--- config.mk ---
export PLATFORM = sky130hd
export DESIGN_NAME = fixed_point_packer
export DESIGN_NICKNAME = d
export VERILOG_FILES = /design/src/rtl/fp_conv_pkg.sv /design/src/rtl/frac_div_step.sv /design/src/rtl/fixed_point_packer.sv
export SDC_FILE = /design/constraint.sdc
export NUM_CORES = 1
export LEC_CHECK = 0
export ABC_AREA = 1
export ABC_CLOCK_PERIOD_IN_PS = 11150
export CAP_MARGIN = 0
export CORE_MARGIN = 8
export CORE_UTILIZATION = 40
export CTS_CLUSTER_DIAMETER = 50
export CTS_CLUSTER_SIZE = 16
export DETAILED_ROUTE_END_ITERATION = 10
export PLACE_DENSITY = 0.63
export SKIP_CTS_REPAIR_TIMING = 1
export SLEW_MARGIN = 30
export SYNTH_ARGS = -nofsm -noshare
export SYNTH_HDL_FRONTEND = slang
export SYNTH_SLANG_ARGS = --single-unit
--- constraint.sdc ---
create_clock -name clk -period 11.15 [get_ports clk]
set_clock_uncertainty 0.1 [all_clocks]
set_input_delay 2.23 -clock clk [delete_from_list [all_inputs] [get_ports clk]]
set_output_delay 2.23 -clock clk [all_outputs]
set_load 0.01 [all_outputs]
--- src/rtl/fp_conv_pkg.sv ---
// Shared definitions for the float converter: word widths and the packer state encoding.
`default_nettype none

package fp_conv_pkg;

   localparam int FP_W     = 32;
   localparam int FP_CNT_W = 8;

   typedef enum logic [1:0] {
      IDLE = 2'd0,
      SCAN = 2'd1,
      FRAC = 2'd2,
      DONE = 2'd3
   } state_t;

endpackage

`default_nettype wire

--- src/rtl/frac_div_step.sv ---
// One restoring-division step: doubles the remainder and subtracts den when it fits.
`default_nettype none

module frac_div_step #(
   parameter int W = 32
) (
   input  logic [W-1:0] rem,
   input  logic [W-1:0] den,
   output logic         div_bit,
   output logic [W-1:0] next_rem
);

   logic [W:0] rem2;

   assign rem2     = {rem, 1'b0};
   assign div_bit  = (rem2 >= {1'b0, den});
   // rem < den guarantees the difference fits back into W bits
   assign next_rem = div_bit ? W'(rem2 - {1'b0, den}) : rem2[W-1:0];

endmodule

`default_nettype wire

--- src/rtl/fixed_point_packer.sv ---
// Packs sign, integer part and num/den fraction into an MSB-aligned fixed-point word plus
// integer bit count, one bit per cycle for both the alignment scan and the division.
`default_nettype none

module fixed_point_packer
   import fp_conv_pkg::*;
#(
   parameter int W     = FP_W,
   parameter int CNT_W = FP_CNT_W
) (
   input  logic             clk,
   input  logic             rst,
   input  logic             in_valid,
   output logic             in_ready,
   input  logic             in_sign,
   input  logic [W-1:0]     int_part,
   input  logic [W-1:0]     frac_num,
   input  logic [W-1:0]     frac_den,
   output logic             out_valid,
   input  logic             out_ready,
   output logic             out_sign,
   output logic [W-1:0]     out_word,
   output logic [CNT_W-1:0] out_cnt,
   output logic             out_err
);

   localparam int PTR_W = $clog2(W);

   state_t             state;
   state_t             state_nx;
   logic [W-1:0]       sh;
   logic [W-1:0]       rem;
   logic [W-1:0]       den_r;
   logic               err_r;
   logic               sign_r;
   logic [CNT_W-1:0]   cnt_r;
   logic [PTR_W-1:0]   k;
   logic [PTR_W-1:0]   ptr;
   logic               div_bit;
   logic               frac_bit;
   logic [W-1:0]       next_rem;

   frac_div_step #(.W(W)) u_div (
      .rem      (rem),
      .den      (den_r),
      .div_bit  (div_bit),
      .next_rem (next_rem)
   );

   // An invalid fraction still walks every bit position, it just emits zeros
   assign frac_bit  = div_bit & ~err_r;
   assign in_ready  = (state == IDLE);
   assign out_valid = (state == DONE);

   always_ff @(posedge clk or posedge rst) begin
      if (rst) state <= IDLE;
      else     state <= state_nx;
   end

   always_comb begin
      state_nx = state;
      case (state)
         IDLE: if (in_valid) state_nx = (int_part == '0) ? FRAC : SCAN;
         SCAN: if (sh[W-1])  state_nx = (k == '0) ? DONE : FRAC;
         FRAC: if (ptr == '0) state_nx = DONE;
         DONE: if (out_ready) state_nx = IDLE;
         default: state_nx = IDLE;
      endcase
   end

   always_ff @(posedge clk or posedge rst) begin
      if (rst) begin
         sh       <= '0;
         rem      <= '0;
         den_r    <= '0;
         err_r    <= 1'b0;
         sign_r   <= 1'b0;
         cnt_r    <= '0;
         k        <= '0;
         ptr      <= '0;
         out_sign <= 1'b0;
         out_word <= '0;
         out_cnt  <= '0;
         out_err  <= 1'b0;
      end else begin
         case (state)
            IDLE: if (in_valid) begin
               sh     <= int_part;
               rem    <= frac_num;
               den_r  <= frac_den;
               err_r  <= (frac_den == '0) || (frac_num >= frac_den);
               sign_r <= in_sign;
               cnt_r  <= '0;
               k      <= '0;
               ptr    <= PTR_W'(W - 1);
            end
            SCAN: begin
               if (sh[W-1]) begin
                  cnt_r <= CNT_W'(W) - CNT_W'(k);
                  ptr   <= k - PTR_W'(1);
                  // Integer fills the whole word: no fraction bits to compute
                  if (k == '0) begin
                     out_sign <= sign_r;
                     out_word <= sh;
                     out_cnt  <= CNT_W'(W);
                     out_err  <= err_r;
                  end
               end else begin
                  sh <= sh << 1;
                  k  <= k + PTR_W'(1);
               end
            end
            FRAC: begin
               sh[ptr] <= frac_bit;
               rem     <= next_rem;
               ptr     <= ptr - PTR_W'(1);
               if (ptr == '0) begin
                  out_sign <= sign_r;
                  out_word <= {sh[W-1:1], frac_bit};
                  out_cnt  <= cnt_r;
                  out_err  <= err_r;
               end
            end
            default: ;
         endcase
      end
   end

endmodule

`default_nettype wire

# Word level (Yosys, flattened, before mapping)
# Cells that the tools add are included.
[totals]
reg_bits = 160
rom_bits = 0
latch_bits = 0
memories = 0
ramBits = 0
[classes]
n_bitwise = 2
n_eq_ne = 9
reduce_logical = 20
div = 0
addsub = 5
mul = 0
n_shift = 0
n_mux = 41
order_cmp = 4
[op_table]
columns = ["cell", "count"]
rows = [
  ["two-way mux 32 bit", 7],
  ["case mux 32 bit (2 select lines)", 2],
  ["case mux 32 bit (3 select lines)", 1],
  ["zero test 32 bit", 2],
  ["two-way mux 8 bit", 5],
  ["greater-or-equal comparator 33 x 32 -> 1 bit", 1],
  ["bitwise mux 32 bit", 1],
  ["greater-or-equal comparator 32 bit", 1],
  ["case mux 8 bit (2 select lines)", 2],
  ["subtractor 32 bit", 1],
  ["two-way mux 5 bit", 4],
  ["case mux 5 bit (3 select lines)", 1],
  ["AND reduction 3 bit", 4],
  ["zero test 5 bit", 2],
  ["two-way mux 2 bit", 5],
  ["!= test 2 bit (second input constant)", 5],
  ["case mux 5 bit (2 select lines)", 1],
  ["subtractor 5 x 1 -> 5 bit (second input constant)", 2],
  ["two-way mux 1 bit", 8],
  ["case mux 2 bit (4 select lines)", 1],
  ["AND reduction 4 bit", 2],
  ["subtractor 6 x 5 -> 7 bit (first input constant)", 1],
  ["< comparator 5 x 6 -> 1 bit (second input constant)", 1],
  ["AND reduction 2 bit", 3],
  ["14 further kinds", 18],
]

# Longest topological paths before layout
# Gate-level depths: netlist (run 1).
[logic_depth]
word_depth = 6
depth_mapped = 19
ltp_nobuf = 18

# By module
# A second synthesis (run 1) with hierarchy kept.
[hier_totals]
hier_cells = 1796
hier_area_um2 = 11901.4
[modules_own_cells]
columns = ["module", "cells_each", "instances", "seq_area_each_um2", "area_per_inst_um2"]
rows = [
  ["fixed_point_packer", 1147, 1, 3903.7, 8740.9],
  ["frac_div_step", 649, 1, 0.0, 3160.5],
]

# Worst setup path before layout (run 1)
# No wires, ideal clock.
[synth_timing]
path_type = "input port to flip-flop"
from = "in in_valid"
to = "reg rem[0]"
t_required_ns = 10.911
n_path_buf = 2
arrival_ns = 3.256
cell_stages = 6
setup_slack_ns = 7.655
path_cell_list = "nand2_1 > o21ai_1 > inv_1 > clkbuf_1 > clkbuf_1 > a22oi_1"
[synth_via]
elab_chain_cells = 2
[synth_lines]
columns = ["item", "line_no", "source"]
rows = [
  ["from (decl)", "fixed_point_packer.sv:13", "input logic in_valid,"],
  ["!= test 2 bit (no source line)", "n/a", ""],
  ["AND reduction 2 bit (no source line)", "n/a", ""],
  ["to (signal assigned)", "fixed_point_packer.sv:89", "rem <= frac_num;"],
  ["to (signal assigned)", "fixed_point_packer.sv:115", "rem <= next_rem;"],
  ["to (decl)", "fixed_point_packer.sv:32", "logic [W-1:0] rem;"],
]
# No other way between the ends.
# A chain may end at the register's enable or synchronous reset.

# Worst setup path in the final report (run 1)
[layout_timing]
from = "reg state[1]"
to = "out in_ready"
[layout_via]
elab_chain_cells = 1
[layout_lines]
columns = ["item", "line_no", "source"]
rows = [
  ["from (decl)", "fixed_point_packer.sv:29", "state_t state;"],
  ["from (signal assigned)", "fixed_point_packer.sv:57", "else state <= state_nx;"],
  ["zero test 2 bit", "fixed_point_packer.sv:52", "assign in_ready = (state == IDLE);"],
  ["to (decl)", "fixed_point_packer.sv:14", "output logic in_ready,"],
]
# No other way between the ends.

==> results of run 1 <==
==> per-stage QoR <==
step	util [%]	instance area, um2	hold WS (ps)
global route	48.5	14300	406
CTS	48.5	14300	388
global placement	46.2	13600	367
detailed placement	46.3	13700	368
finish	48.5	14300	382
floorplan	-	11900	349
==> final timing paths <==
path	startpoint	endpoint	slack [ps]	cells past startpoint
hold reg to reg	out_word[30]$_DFFE_PP0P_	out_word[30]$_DFFE_PP0P_	380	2
hold / removal	out_word[30]$_DFFE_PP0P_	out_word[30]$_DFFE_PP0P_	380	2
setup reg to reg	rem[11]$_DFFE_PP0P_	sh[13]$_DFFE_PP0P_	7610	15
setup / recovery	state[1]$_DFFE_PP0P_	in_ready	6740	3
min in group asynchronous	rst	den_r[24]$_DFFE_PP0P_	2210	2
max in group asynchronous	rst	den_r[13]$_DFFE_PP0P_	7440	4
==> state kept, by name (all words and copies together) (netlist names) <==
| signal | count |
|---|---|
| cnt_r | 6 |
| sign_r | 1 |
| k | 5 |
| out_word | 32 |
| out_sign | 1 |
| out_cnt | 6 |
| ptr | 5 |
| state | 2 |
| err_r | 1 |
| den_r | 32 |
| rem | 32 |
| sh | 32 |
| out_err | 1 |
==> worst reg2reg max path, stage by stage (launching register included) <==
cell and delay [ps]:
dfrtp_1 380, ha_1 370, nand2_1 100, nand2_1 90, inv_1 70, nand2_1 100
a21oi_2 200, nand3_1 150, nand2_2 560, nand2_4 460, nand2_4 490, nand2_1 110
nand2_1 80, nand2_1 60, nand2_1 50, nand2_1 50
==> cells by family after synthesis <==
family | count (synthesis) | share of synthesized area [%]
xor+xnor | 15 | 1.10
flops | 156 | 32.8
buf+inv | 410 | 13.3
fa+ha+maj | 74 | 7.83
simple gates | 910 | 31.5
compound gates | 296 | 13.4
other cells | 1 | 0.0315
==> layout by cell type (no fill, tap or decap), types with 3 or more instances in the layout <==
cell | netlist | final
dfrtp_1 | 156 | 156
inv_1 | 335 | 333
a21boi_0 | 3 | 3
nor3_1 | 17 | 17
nand2_1 | 545 | 544
a21oi_1 | 120 | 120
clkdlybuf4s50_1 | 0 | 142
nor2_2 | 4 | 4
clkinv_2 | 0 | 3
ha_1 | 73 | 73
xnor2_1 | 13 | 13
nand3b_1 | 9 | 9
inv_2 | 10 | 11
nand3_1 | 110 | 109
and2_1 | 3 | 3
clkinvlp_4 | 0 | 4
nor4_1 | 7 | 7
nand4_1 | 27 | 27
nand2_2 | 2 | 3
nor2_1 | 179 | 179
a22oi_1 | 18 | 18
o21bai_1 | 3 | 3
clkbuf_16 | 0 | 17
o31ai_1 | 5 | 5
bufinv_16 | 0 | 4
o21ai_0 | 129 | 129
o21a_1 | 3 | 3
clkbuf_8 | 0 | 3
buf_4 | 2 | 10
==> metal layers <==
metal / wire length (um) / vias to the layer above
met5: 0 / -
met1: 17300 / 5643
met2: 19000 / 352
li1: - / 6067
met3: 1950 / 62
met4: 1200 / 0
==> where the power goes <==
| group | internal, W | switching [W] |
|---|---|---|
| clock network | 0.000392 | 0.000243 |
| logic | 0.00108 | 0.00204 |
| registers | 0.000842 | 0.000186 |
==> final cells by class <==
type                            instances  share of cell area, %
Sequential cell                       156                   27.3
Clock buffer                           21                   3.29
Inverter                              347                   9.15
Timing Repair Buffer                  153                   10.6
Tap cell                              390                   3.41
Multi-Input combinational cell       1297                   45.1
Clock inverter                         11                   1.16
==> metrics.md, run 1 <==
| Metric | Value |
|---|---|
| Vias | `12124` |
| Min setup slack post-route | `6740 ps` |
| Netlist cell types | `46` |
| Power per cell area | `335 nW/um2` |
| Detail Route Antenna Nets | `0` |
| Root Buffer | `clkbuf_16` |
| Number of buffers added on ports | `142` |
| M1 GR Usage | `27.7%` |
| Setup TNS | `0 ps` |
| Post-Place Worst Slack | `6390 ps` |
| Slowest cell on crit path | `clkdlybuf4s50_1` |
| Ys flop type | `dfrtp_1` |
| P&R area growth vs syn | `20.0%` |
| Vias in the first global route | `11927` |
| Placement row count | `63` |
| Synth area leaders | `dfrtp_1, nand2_1, inv_1` |
| Gr usage total | `22.0%` |
| Fmax | `227 MHz` |
| Slowest cell delay on critical path | `640 ps` |
| Worst skew pair latency | `430 ps` |
| Ys Warns | `0` |
| Final Hold Fails | `0` |
| CTS tree | `built` |
| Crit path time final | `4410 ps` |
| Family with the most delay on the worst path | `buffers and inverters` |
| Worst slew pin tran | `866 ps` |
| Worst slew margin | `42.3%` |
| GR Layer Usage met3 | `3.31%` |
| Total CTS buffers | `17` |
| Kind of start point of the critical path | `register` |
| FF+latch area | `3900 um2` |
| Final wirelength | `39.4 mm` |
| Fin nets | `2147` |
| Initial drt markers | `961` |
| Cell Chain, Critical Path | `inv_1, ha_1, clkdlybuf4s50_1` |
| Synthesis-stage register bit count | `156` |
| Worst Path Max Fanout | `6` |
| Grt total ovfl | `0` |
| RSZ-0062 raised after global routing | `no` |
| Clock Path Buffers | `2` |
| Die Height | `189 um` |
| H-tree depth | `4` |
| Dpl cells | `2343` |
| Met2 usage in global routing | `37.4%` |
| Status | `finished clean` |
| Via density per instance | `5.10` |
| Clk sink count | `156` |
| Mean post-synth cell area | `6.40 um2` |
| Critical Path AT | `2080 ps` |
| Clk slew on worst S/H paths | `70 ps` |
| Initial antenna violation count | `0` |
| Layout fillers | `3136` |
| Layout cell share with drive strength beyond 1 | `3.58%` |
| Ant diodes | `0` |
| Leading area contributor after synthesis | `dfrtp_1` |
| Final setup fails | `0` |
| Yosys top cell area share | `32.8%` |
| IO Pins | `145` |
| CP Class | `register to output port` |
| Synth cell count leaders | `nand2_1, inv_1, nor2_1, dfrtp_1, o21ai_0` |
| Most common cell in the netlist | `nand2_1` |
| Max Cap Viol | `0` |
| Ys async rst share | `100%` |
| EDFF count, synth | `0` |
| Sequential element share of the synthesized area | `32.8%` |
| Post-route DRC | `0` |
| Critical Path End Type | `output port` |
| First-pass detailed-route iteration total | `5` |
| DP HPWL | `29.9 mm` |
| Total Power | `0.00479 W` |
| GPL Wtd Cong | `0.947` |
| Die ar. | `35600 um2` |
| Gate Count Post-Synth | `1862` |
| Initial Util | `40.4%` |
| DR WL/cell | `16.6 um` |
| Worst EP required | `8820 ps` |
| Mapped Area | `11900 um2` |
| Final Non-Filler Cells | `2375` |
| Core area | `29500 um2` |
| Hold Path Class | `register to register` |
| Global-route wire length before repair | `63.1 mm` |
| Buf+Inv Stages, Crit Path | `2` |
| Multi-input gate area | `6440 um2` |
| Gr busiest metal | `met2` |
| Final period util | `39.5%` |
| Largest net degree at the start of global routing | `83` |
| Die Width | `189 um` |
| Leakage | `7.29 nW` |
| VDD IR max | `135 uV` |
| Max Slew Vio Count | `0` |
Note: power is estimated with default switching activity, not from simulation.
==> run 2: changes to the inputs <==
--- a/config.mk
+++ b/config.mk
@@ -6,7 +6,7 @@
 export NUM_CORES = 1
 export LEC_CHECK = 0
 export ABC_AREA = 1
-export ABC_CLOCK_PERIOD_IN_PS = 11150
+export ABC_CLOCK_PERIOD_IN_PS = 4400
 export CAP_MARGIN = 0
 export CORE_MARGIN = 8
 export CORE_UTILIZATION = 40
==> constraint.sdc (replaced) <==
create_clock -name clk -period 4.4 [get_ports clk]
set_clock_uncertainty 0.1 [all_clocks]
set_input_delay 0.88 -clock clk [delete_from_list [all_inputs] [get_ports clk]]
set_output_delay 0.88 -clock clk [all_outputs]
set_load 0.01 [all_outputs]
==> run 2 against run 1 <==
Die area is the same. Critical endpoint is now sh[26]$_DFFE_PP0P_. Core utilization grew 0.055 points. Global-route usage grew 0.53 points.
==> metrics.md, run 2 (synthesis gave the netlist of run 1 again) <==
| Metric | Value |
|---|---|
| Status | `finished clean` |
| Slowest cell on crit path | `nand2_4` |
| Initial antenna violation count | `0 (unchanged)` |
| DR WL/cell | `16.7 um (+0.78%)` |
| Worst EP required | `4630 ps (-4190 ps)` |
| Commonest non-fill, non-tap cells in the layout | `nand2_1, inv_1, nor2_1, dfrtp_1, clkdlybuf4s50_1` |
| Global-route wire length before repair | `64.2 mm (+1.7%)` |
| Hold Path Class | `register to register` |
| Commonest non-fill, non-tap cell in the layout | `nand2_1` |
| Worst slew pin tran | `898 ps (+31.6 ps)` |
| CTS tree | `built` |
| GPL Wtd Cong | `0.949 (+0.16%)` |
| Max Cap Viol | `0 (unchanged)` |
| Number of buffers added on ports | `142 (unchanged)` |
| Layout cell share with drive strength beyond 1 | `3.87% (+0.29 points)` |
| H-tree depth | `4 (unchanged)` |
| Initial Util | `40.4% (unchanged)` |
| Die Width | `189 um (unchanged)` |
| Crit path time final | `3140 ps` |
| Post-Place Worst Slack | `1070 ps (-5310 ps)` |
| Ant diodes | `0 (unchanged)` |
| Fin nets | `2154 (+0.33%)` |
| CP Class | `register to register` |
| Critical Path AT | `3360 ps (+1280 ps)` |
| Final Hold Fails | `0 (unchanged)` |
| IO Pins | `145 (unchanged)` |
| Worst slew margin | `40.2% (-2.1 points)` |
| Setup TNS | `0 ps (unchanged)` |
| Clk slew on worst S/H paths | `70 ps (about the same)` |
| Leakage | `7.32 nW (+0.30%)` |
| Largest net degree at the start of global routing | `72 (-13%)` |
| Die ar. | `35600 um2 (unchanged)` |
| Slowest cell delay on critical path | `400 ps (-240 ps)` |
| Root Buffer | `clkbuf_16` |
| Die Height | `189 um (unchanged)` |
| Vias | `12146 (+0.18%)` |
| Grt total ovfl | `0 (unchanged)` |
| VDD IR max | `440 uV (+230%)` |
| Via density per instance | `5.10 (-0.11%)` |
| Buf+Inv Stages, Crit Path | `4 (+2)` |
| Final setup fails | `0 (unchanged)` |
| Clock Path Buffers | `2 (unchanged)` |
| RSZ-0062 raised after global routing | `no` |
| Core area | `29500 um2 (unchanged)` |
| DP HPWL | `30.3 mm (+1.6%)` |
| Cell Chain, Critical Path | `inv_1, ha_1, nand2_1, inv_2, nand2_2, inv_1, a21oi_2, nand3_1, nand2_2, buf_4, nand2_4, nand2_4, nand2_1, nand2_1, nand2_1, nand2_1, nand2_1` |
| Initial drt markers | `968 (+0.73%)` |
| Final wirelength | `39.8 mm (+1.1%)` |
| Min setup slack post-route | `1260 ps (-5480 ps)` |
| Vias in the first global route | `12119 (+1.6%)` |
| First-pass detailed-route iteration total | `6 (+1)` |
| Gr usage total | `22.5% (+0.53 points)` |
| Detail Route Antenna Nets | `0 (unchanged)` |
| Total CTS buffers | `17 (unchanged)` |
| Power per cell area | `843 nW/um2 (+150%)` |
| Final period util | `71.3%` |
| P&R area growth vs syn | `20.1%` |
| Fmax | `319 MHz` |
| Family with the most delay on the worst path | `simple AND/OR/NAND/NOR gates` |
| CP dominant cell by count | `nand2_1` |
| Clk sink count | `156 (unchanged)` |
| Placement row count | `63 (unchanged)` |
| Kind of start point of the critical path | `register` |
| Worst Path Max Fanout | `32 (+26)` |
| Max Slew Vio Count | `0 (unchanged)` |
| Worst skew pair latency | `440 ps (about the same)` |
| Critical Path End Type | `register` |
| Post-route DRC | `0 (unchanged)` |
[run 2: cell types whose count changed in the layout (fill, tap and decap cells not counted), moves of 2 or more]
| cell | previous run | this run |
|---|---|---|
| bufinv_16 | 4 | 1 |
| clkinvlp_4 | 4 | 2 |
| clkbuf_8 | 3 | 1 |
| inv_8 | 0 | 4 |
| inv_6 | 1 | 4 |
| buf_4 | 10 | 16 |
[run 2: area by class of cell]
type | count | area, um2
clock inverter | 14 | 153
inverter | 347 | 1310
clock buffer | 18 | 439
tap | 390 | 488
multi-input combinational | 1297 | 6440
sequential | 156 | 3900
timing repair buffer | 160 | 1580
fill | 3079 | 15200
[run 2: per-stage QoR]
stage                     util [%]  power [W]  hold slack [ps]  cell area, um2  instances
after floorplan                  -    0.00822              349           11900       1863
after global placement        46.5     0.0104              367           13700       2350
after detailed placement      46.5     0.0105              374           13700       2350
after CTS                     48.5     0.0121              392           14300       2382
after global routing          48.5     0.0134              408           14300       2382
final                         48.5     0.0121              387           14300       2382
[run 2: report_power, final]
group,switching (W),leakage (nW),internal (W)
clock,0.000724,0.292,0.000821
combinational,0.00514,5.11,0.00277
sequential,0.000468,1.91,0.00213
[run 2: path summary, 6_finish.rpt]
path / start / to / slack [ps] / cells after the start
hold reg to reg: den_r[26]$_DFFE_PP0P_ / den_r[26]$_DFFE_PP0P_ / 390 / 2
setup / recovery: den_r[14]$_DFFE_PP0P_ / sh[26]$_DFFE_PP0P_ / 1260 / 17
hold / removal: den_r[26]$_DFFE_PP0P_ / den_r[26]$_DFFE_PP0P_ / 390 / 2
max in group asynchronous: rst / rem[15]$_DFFE_PP0P_ / 2520 / 3
setup reg to reg: den_r[14]$_DFFE_PP0P_ / sh[26]$_DFFE_PP0P_ / 1260 / 17
min in group asynchronous: rst / out_cnt[2]$_DFFE_PP0P_ / 820 / 2
[run 2: worst register-to-register path, delay by kind of cell, from the launching register on]
family / cells / cell delay (ps)
adder cells (fa/ha/maj): 1 / 320
flip-flops: 1 / 370
AO/OA/AOI/OAI: 1 / 180
AND/OR/NAND/NOR: 11 / 1490
buffers and inverters: 4 / 540
[run 2: metal layers]
layer	share of wire (%)	global-route usage (%)
met5	0	0
met4	3.7	9.32
met3	5.4	3.48
met2	49	38.6
met1	42	27.7
